$ cat src/rtl/dma_wr_engine.sv
// dma_wr_engine: unpacks wide lane vectors into fixed-length AXI4 INCR
// write bursts, one burst per vector, AW/W/B run in sequence.
module dma_wr_engine #(
  parameter int DATA_WIDTH = 32,
  parameter int ADDR_WIDTH = 32,
  parameter int NUM_LANES  = 16,
  parameter int LANE_WIDTH = 32
) (
  input  logic                            clk_i,
  input  logic                            rst_ni,
  input  logic                            cfg_valid_i,
  input  logic                            cfg_start_i,
  input  logic [ADDR_WIDTH-1:0]           cfg_dst_addr_i,
  input  logic [ADDR_WIDTH-1:0]           cfg_size_i,
  output logic                            cfg_ready_o,
  output logic                            cfg_done_o,
  output logic                            cfg_error_o,
  input  logic                            data_valid_i,
  output logic                            data_ready_o,
  input  logic [NUM_LANES*LANE_WIDTH-1:0] data_i,
  output logic                            axi_awvalid_o,
  input  logic                            axi_awready_i,
  output logic [ADDR_WIDTH-1:0]           axi_awaddr_o,
  output logic [7:0]                      axi_awlen_o,
  output logic [2:0]                      axi_awsize_o,
  output logic [1:0]                      axi_awburst_o,
  output logic                            axi_wvalid_o,
  input  logic                            axi_wready_i,
  output logic [DATA_WIDTH-1:0]           axi_wdata_o,
  output logic [DATA_WIDTH/8-1:0]         axi_wstrb_o,
  output logic                            axi_wlast_o,
  input  logic                            axi_bvalid_i,
  output logic                            axi_bready_o,
  input  logic [1:0]                      axi_bresp_i,
  output logic                            busy_o
);

  localparam int VBITS  = NUM_LANES * LANE_WIDTH;
  localparam int BEATS  = VBITS / DATA_WIDTH;
  localparam int VBYTES = VBITS / 8;
  localparam int STRB   = DATA_WIDTH / 8;
  localparam int BW     = (BEATS > 1) ? $clog2(BEATS) : 1;

  localparam logic [2:0]            AWSIZE = 3'($clog2(STRB));
  localparam logic [7:0]            AWLEN  = 8'(BEATS - 1);
  localparam logic [BW-1:0]         LAST   = BW'(BEATS - 1);
  localparam logic [ADDR_WIDTH-1:0] VB_A   = ADDR_WIDTH'(VBYTES);
  localparam logic [ADDR_WIDTH-1:0] ONE_A  = ADDR_WIDTH'(1);

  typedef enum logic [2:0] {
    IDLE,
    WAIT_DATA,
    ADDR,
    WDATA,
    RESP,
    FIN
  } state_t;

  state_t state_q, state_d;

  logic [ADDR_WIDTH-1:0]             addr_q;
  logic [ADDR_WIDTH-1:0]             rem_q;
  logic [BW-1:0]                     beat_q;
  logic [BEATS-1:0][DATA_WIDTH-1:0]  buf_q;
  logic                              err_q;
  logic                              cfg_err_q;

  logic start, cfg_bad;
  logic d_hs, aw_hs, w_hs, b_hs;
  logic last_beat, last_burst, resp_bad;

  assign start = (state_q == IDLE) & cfg_valid_i & cfg_start_i;
  assign cfg_bad = (cfg_size_i == '0)
                 | ((cfg_size_i % VB_A) != '0)
                 | ((cfg_dst_addr_i % VB_A) != '0);

  assign d_hs  = (state_q == WAIT_DATA) & data_valid_i;
  assign aw_hs = (state_q == ADDR) & axi_awready_i;
  assign w_hs  = (state_q == WDATA) & axi_wready_i;
  assign b_hs  = (state_q == RESP) & axi_bvalid_i;

  assign last_beat  = (beat_q == LAST);
  assign last_burst = (rem_q == ONE_A);
  assign resp_bad   = (axi_bresp_i != 2'b00);

  always_ff @(posedge clk_i or negedge rst_ni) begin
    if (!rst_ni) state_q <= IDLE;
    else         state_q <= state_d;
  end

  always_comb begin
    state_d = state_q;
    unique case (state_q)
      IDLE:      if (start && !cfg_bad) state_d = WAIT_DATA;
      WAIT_DATA: if (data_valid_i) state_d = ADDR;
      ADDR:      if (axi_awready_i) state_d = WDATA;
      WDATA:     if (axi_wready_i && last_beat) state_d = RESP;
      RESP: begin
        if (axi_bvalid_i) begin
          if (resp_bad || last_burst) state_d = FIN;
          else                        state_d = WAIT_DATA;
        end
      end
      FIN:       state_d = IDLE;
      default:   state_d = IDLE;
    endcase
  end

  always_ff @(posedge clk_i or negedge rst_ni) begin
    if (!rst_ni) begin
      addr_q    <= '0;
      rem_q     <= '0;
      beat_q    <= '0;
      buf_q     <= '0;
      err_q     <= 1'b0;
      cfg_err_q <= 1'b0;
    end else begin
      cfg_err_q <= start & cfg_bad;
      if (start && !cfg_bad) begin
        addr_q <= cfg_dst_addr_i;
        rem_q  <= cfg_size_i / VB_A;
      end
      if (d_hs) buf_q <= data_i;
      if (aw_hs) begin
        beat_q <= '0;
      end else if (w_hs) begin
        beat_q <= last_beat ? '0 : beat_q + BW'(1);
      end
      if (b_hs) begin
        if (resp_bad) begin
          err_q <= 1'b1;
        end else begin
          rem_q <= rem_q - ONE_A;
          if (!last_burst) addr_q <= addr_q + VB_A;
        end
      end
      if (state_q == FIN) err_q <= 1'b0;
    end
  end

  // Every output is a decode of registered state; no ready-to-valid paths.
  assign cfg_ready_o   = (state_q == IDLE);
  assign busy_o        = (state_q != IDLE);
  assign cfg_done_o    = (state_q == FIN) & ~err_q;
  assign cfg_error_o   = cfg_err_q | ((state_q == FIN) & err_q);
  assign data_ready_o  = (state_q == WAIT_DATA);

  assign axi_awvalid_o = (state_q == ADDR);
  assign axi_awaddr_o  = addr_q;
  assign axi_awlen_o   = axi_awvalid_o ? AWLEN : 8'd0;
  assign axi_awsize_o  = AWSIZE;
  assign axi_awburst_o = 2'b01;

  assign axi_wvalid_o  = (state_q == WDATA);
  assign axi_wdata_o   = buf_q[beat_q];
  assign axi_wstrb_o   = '1;
  assign axi_wlast_o   = axi_wvalid_o & last_beat;

  assign axi_bready_o  = (state_q == RESP);

endmodule

$ cat config.mk
export PLATFORM = sky130hd
export DESIGN_NAME = dma_wr_engine
export DESIGN_NICKNAME = d
export VERILOG_FILES = /design/src/rtl/dma_wr_engine.sv
export SDC_FILE = /design/constraint.sdc
export NUM_CORES = 1
export LEC_CHECK = 0
export ABC_AREA = 1
export BUFFER_PORTS_ARGS = -buffer_cell sky130_fd_sc_hd__buf_2
export CORE_ASPECT_RATIO = 1.2
export CORE_UTILIZATION = 42
export CTS_CLUSTER_DIAMETER = 80
export CTS_CLUSTER_SIZE = 28
export DETAILED_ROUTE_END_ITERATION = 8
export HOLD_SLACK_MARGIN = 0.02
export PLACE_DENSITY = 0.64
export SLEW_MARGIN = 20
export SYNTH_ARGS = -nofsm -noshare
export SYNTH_HDL_FRONTEND = slang
export SYNTH_SLANG_ARGS = --single-unit
$ cat constraint.sdc
create_clock -name clk_i -period 1.8 [get_ports clk_i]
set_input_delay 0.54 -clock clk_i [delete_from_list [all_inputs] [get_ports clk_i]]
set_output_delay 0.54 -clock clk_i [all_outputs]
set_load 0.05 [all_outputs]
; ---- Word-level counts from Yosys, hierarchy flattened
; Index checks and enable logic that the tools add are counted.
[classes]
n_addsub = 3
order_cmp = 1
eq_ne = 12
n_mux = 23
bitwise = 14
reduce_logical = 15
[ops]
columns = op, n
row1 = $mux 32, 8
row2 = $bmux 32 s4, 1
row3 = $reduce_bool 32->1, 2
row4 = $add 32x7->32 const B, 1
row5 = $eq 32x1->1 const B, 1
row6 = $logic_not 32->1, 1
row7 = $sub 32x1->32 const B, 1
row8 = $mux 3, 6
row9 = $mux 4, 4
row10 = $pmux 3 s5, 1
row11 = $and 1x1->1, 10
row12 = $reduce_bool 2->1, 4
row13 = $eq 3x2->1 const B, 2
row14 = $eq 3x3->1 const B, 2
row15 = $ne 2x1->1 const B, 3
row16 = $lt 4x5->1 const B, 1
row17 = $reduce_and 5->1, 1
row18 = $add 4x1->4 const B, 1
row19 = $eq 4x4->1 const B, 1
row20 = $ne 2x2->1 const B, 2
row21 = $eq 3x1->1 const B, 1
row22 = $logic_not 3->1, 1
row23 = $mux 1, 3
row24 = $or 1x1->1, 3
row25 = other kinds (6), 7
[word_totals]
ff_bits = 585
input_bits = 586
output_inout_bits = 90
wordCells = 90

; ---- Longest topological paths before layout
[depth]
depth_word = 9
ltp_mapped = 13

; ---- Least setup slack after synthesis
; OpenSTA, ideal clock, no wires.
[synth_path]
kind = register -> output
from = reg beat_q[0]
to = out axi_wdata_o[23]
arrival_ps = 1694
t_required_ps = 1260
path_slack_ps = -434
stages_incl_launch_ff = 8
path_cell_list = dfrtp_1 > inv_2 > clkbuf_1 > clkbuf_1 > nor2_1 > o22ai_1 > nand2_1 > nand3_1
[synth_via]
elab_chain_cells = 2
[synth_rtl]
columns = element, line
row1 = "start, declared", 63  ; logic [BW-1:0] beat_q;
row2 = "start signal, assigned", 127  ; beat_q <= last_beat ? '0 : beat_q + BW'(1);
row3 = $bmux 32 s4, 155  ; assign axi_wdata_o = buf_q[beat_q];
row4 = $mux 32 (not written as such), 155
row5 = "end, declared", 29  ; output logic [DATA_WIDTH-1:0] axi_wdata_o,
; No other way between the ends. The select of a mux whose other input is x is not followed.

; ---- Worst setup path in the final report
[layout_path]
from = reg beat_q[0]
to = out axi_wdata_o[3]
; Same word-level chain as after synthesis.

==> summary.md <==
| Metric | Value |
|---|---|
| Syn_area_per_cell | `about 11 sq um` |
| Worst vdd ir | `about 0.0022 V` |
| Design Area, Final | `44300 sq um` |
| Startpoint Class | `register` |
| Post-synth top area share | `a little under half` |
| Gp weighted congestion | `about 0.95` |
| Worst setup EP type | `output port` |
| Top FF cell, synth | `dfrtp_1` |
| Largest net degree at the start of global routing | `85` |
| Register area share after synthesis | `47.7%` |
| Synthesized instance count | `between 2000 and 3000` |
| Synth cell types | `40` |
| Fraction of registers with async set/reset | `between 90% and 100%` |
| CTS H-tree depth | `1` |
| Boundary pin count | `676` |
| Share of layout cells above drive strength 1 | `between 50 and 60%` |
| Area growth syn-to-layout | `44.6%` |
| Failing checks | `setup timing` |
| F_max | `310 MHz` |
| Root buffer cell | `clkbuf_16` |
| Max Root-Sink Buffers | `3` |
| Final HPWL from detailed placement | `82.2 mm` |
| Worst-skew pair later-pin latency | `0.63 ns` |
| CTS tree | `yes` |
| DRT Pass-1 Iters | `6` |
| Net switching power | `34100 uW` |
| Mapped cell area | `30700 sq um` |
| Clk pwr share | `10.1%` |
| Total track usage | `29.4%` |
| # nets final | `about 4500` |
| Core area | `72300 sq um` |
| Post-route ant nets | `0` |
| Sequential Power Share | `~29%` |
| Pleak | `~0.022 uW` |
| Initial antenna violation count | `60` |
| CP required | `approximately 1.3 ns` |
| Residual DRC | `0` |
| Cell taking the most area after synthesis | `dfrtp_1` |
| Post-synth EDFFs | `0` |
| Final worst slack | `-1.43 ns` |
| Post-synth top cells | `585 x dfrtp_1, 480 x mux2_4, 334 x nor2_1, 277 x nand2_1, 274 x o21ai_0` |
| Via density per instance | `5.40` |
| Syn. warnings | `0` |
| WHS | `0.121 ns` |
| Number of port buffers | `662` |
| Initial core utilization | `42.4%` |
| Vias in the first global route | `about 26000` |
| Critical path arrival | `2.69 ns` |
| Final setup violation count | `599` |
| WS Path Type | `reg2out` |
| Grt total ovfl | `0` |
| Min Tclk post-route | `~3.2 ns` |
| Synth top area cells | `dfrtp_1 48%, mux2_4 24%, o21ai_0 4.5%` |
| DR vias | `26400` |
| Detailed Route WL | `118 mm` |
| Die area | `between 70000 and 80000 sq um` |
| Min-delay worst type | `in2reg` |
| Fillers | `5751` |
| Width of the die | `249 um` |
| Slew Viols, Final | `0` |
| Most numerous cell in the Yosys netlist | `dfrtp_1` |
| Synthesized flop and latch total | `just under 600` |
| Logic pwr share | `60.9%` |
| Clk pin slew, worst setup/hold paths | `about 0.11 ns` |
| Period utilization | `179%` |
| Placed inst area | `38400 sq um` |
| CTS Sinks | `585` |
| Internal power | `51100 uW` |
| Setup Skew | `approximately 0.019 ns` |
| Cell Rows | `108` |
| Final Hold Violating Endpoints | `0` |
| Sw frac | `40.0%` |
| CP Max Fanout | `24` |
| DP Worst Slack | `-0.953 ns` |
| Max-Cap Viols | `0` |
| Number of CTS-inserted buffers | `30` |
| First-pass GRT wire length | `164 mm` |
| Status | `finished, violations left` |
| Worst-margin pin slew | `0.541 ns` |
| Total power per unit cell area | `1920 nW/um^2` |
| Die outline height | `298 um` |
| Avg WL per Cell | `approximately 24 um` |
| Slew HR | `63.8%` |
| Drt initial violations | `1962` |
| RSZ-0062 raised after global routing | `yes` |
cell type report:
cell class / count / area (sq um) / share of cell area, %
multi-input cells: 1872 / 15600 / 35.1
diodes: 49 / 123 / 0.277
well taps: 935 / 1170 / 2.64
clock buffers: 34 / 787 / 1.78
inverters: 150 / 612 / 1.38
repair buffers: 1239 / 11100 / 25.1
flip-flops and latches: 585 / 14700 / 33.1
clock inverters: 20 / 260 / 0.587
repair inverters: 1 / 11.3 / 0.0254
power by group through the flow:
stage | clock, uW | sequential [uW] | combinational (uW)
global route | 9200 | 25400 | 54400
finish | 8590 | 24800 | 51900
global placement | 0 | 24500 | 42000
floorplan | 0 | 23700 | 26800
detailed placement | 0 | 24400 | 42600
CTS | 8750 | 24400 | 48200
worst max-delay path, cell delays in order, from the launching register on:
cell      delay (ns)
dfrtp_4         0.59
inv_8           0.16
buf_4           0.14
buf_12          0.15
o21ai_0         0.12
o221ai_2        0.27
nand3_2         0.20
buf_4           0.19
nand3_4         0.08
buf_12          0.14
logic make-up after synthesis:
kind of cell,after synthesis,share of synthesized area (%)
buffers and inverters,354,6.12
DFF,585,47.7
AOI/OAI and AO/OA,461,8.60
and+or+nand+nor,858,12.0
other,2,0.0245
adders and majority gates,4,0.163
muxes,512,24.7
xor gates and xnor gates,22,0.628
repair_timing:
item / 4_1_cts / 5_1_grt
buffers inserted: 83 / 40
gates cloned: 21 / 50
endpoints found under the setup margin: 247 / 644
pin swaps: 55 / 60
hold buffers: 1 / 0
hold endpoints to repair: 16 / 0
gates resized for setup: 392 / 236
sequential cells by signal (all words and copies together) (netlist names):
name / cells
axi_awaddr_o: 32
beat_q: 4
buf_q: 512
cfg_err_q: 1
err_q: 1
rem_q: 32
state_q: 3
placed cells by master, fill, tap and decap left out, types with 9 or more instances in the layout:
cell type  instances
a21oi_1           17
buf_12            91
buf_16            34
buf_2            584
buf_4            349
buf_6             78
buf_8             60
clkbuf_16         71
conb_1            13
dfrtp_1          561
dfrtp_2           22
diode_2           49
inv_1            129
inv_2              9
mux2_2            26
mux2_4           486
nand2_1          245
nand2_2           30
nand3_1           74
nand3_2           27
nand3_4           42
nand4_1           67
nor2_1           300
nor2_2            30
nor2_4            17
o211ai_1          11
o21ai_0          230
o21ai_1           52
o21ai_2           13
o221ai_1          34
o221ai_2          19
o22ai_1           55
o22ai_2           20
xor2_1            19
stage by stage:
step | setup TNS, ns | instances | utilization, % | total power, uW
after floorplan | -4.95 | 2809 | - | 50400
after global placement | -31.87 | 4605 | 53.1 | 66500
after detailed placement | -32.98 | 4605 | 53.1 | 67000
after CTS | -121.69 | 4754 | 58.0 | 81400
after global routing | -173.48 | 4879 | 61.3 | 89000
final | -141.21 | 4885 | 61.3 | 85200
per-layer routing:
metal	track usage (%)	part of all wire [%]	up-vias
met5	0	0.15	-
li1	-	-	11900
met1	37.4	40	13000
met2	47.8	48	1201
met3	5.05	6.6	287
met4	16.0	6.1	28
path summary, 6_finish.rpt:
| kind | startpoint | to | slack, ns | cells after the start |
|---|---|---|---|---|
| hold reg to reg | axi_awaddr_o[3] | axi_awaddr_o[3] | 0.48 | 2 |
| setup / recovery | beat_q[0] | axi_wdata_o[3] | -1.43 | 9 |
| min in group asynchronous | rst_ni | err_q | 0.37 | 2 |
| setup reg to reg | state_q[1] | buf_q[387] | -0.26 | 10 |
| hold / removal | data_i[17] | buf_q[17] | 0.12 | 2 |
| max in group asynchronous | rst_ni | buf_q[213] | 0.61 | 4 |
Note: power is estimated with default switching activity, not from simulation.
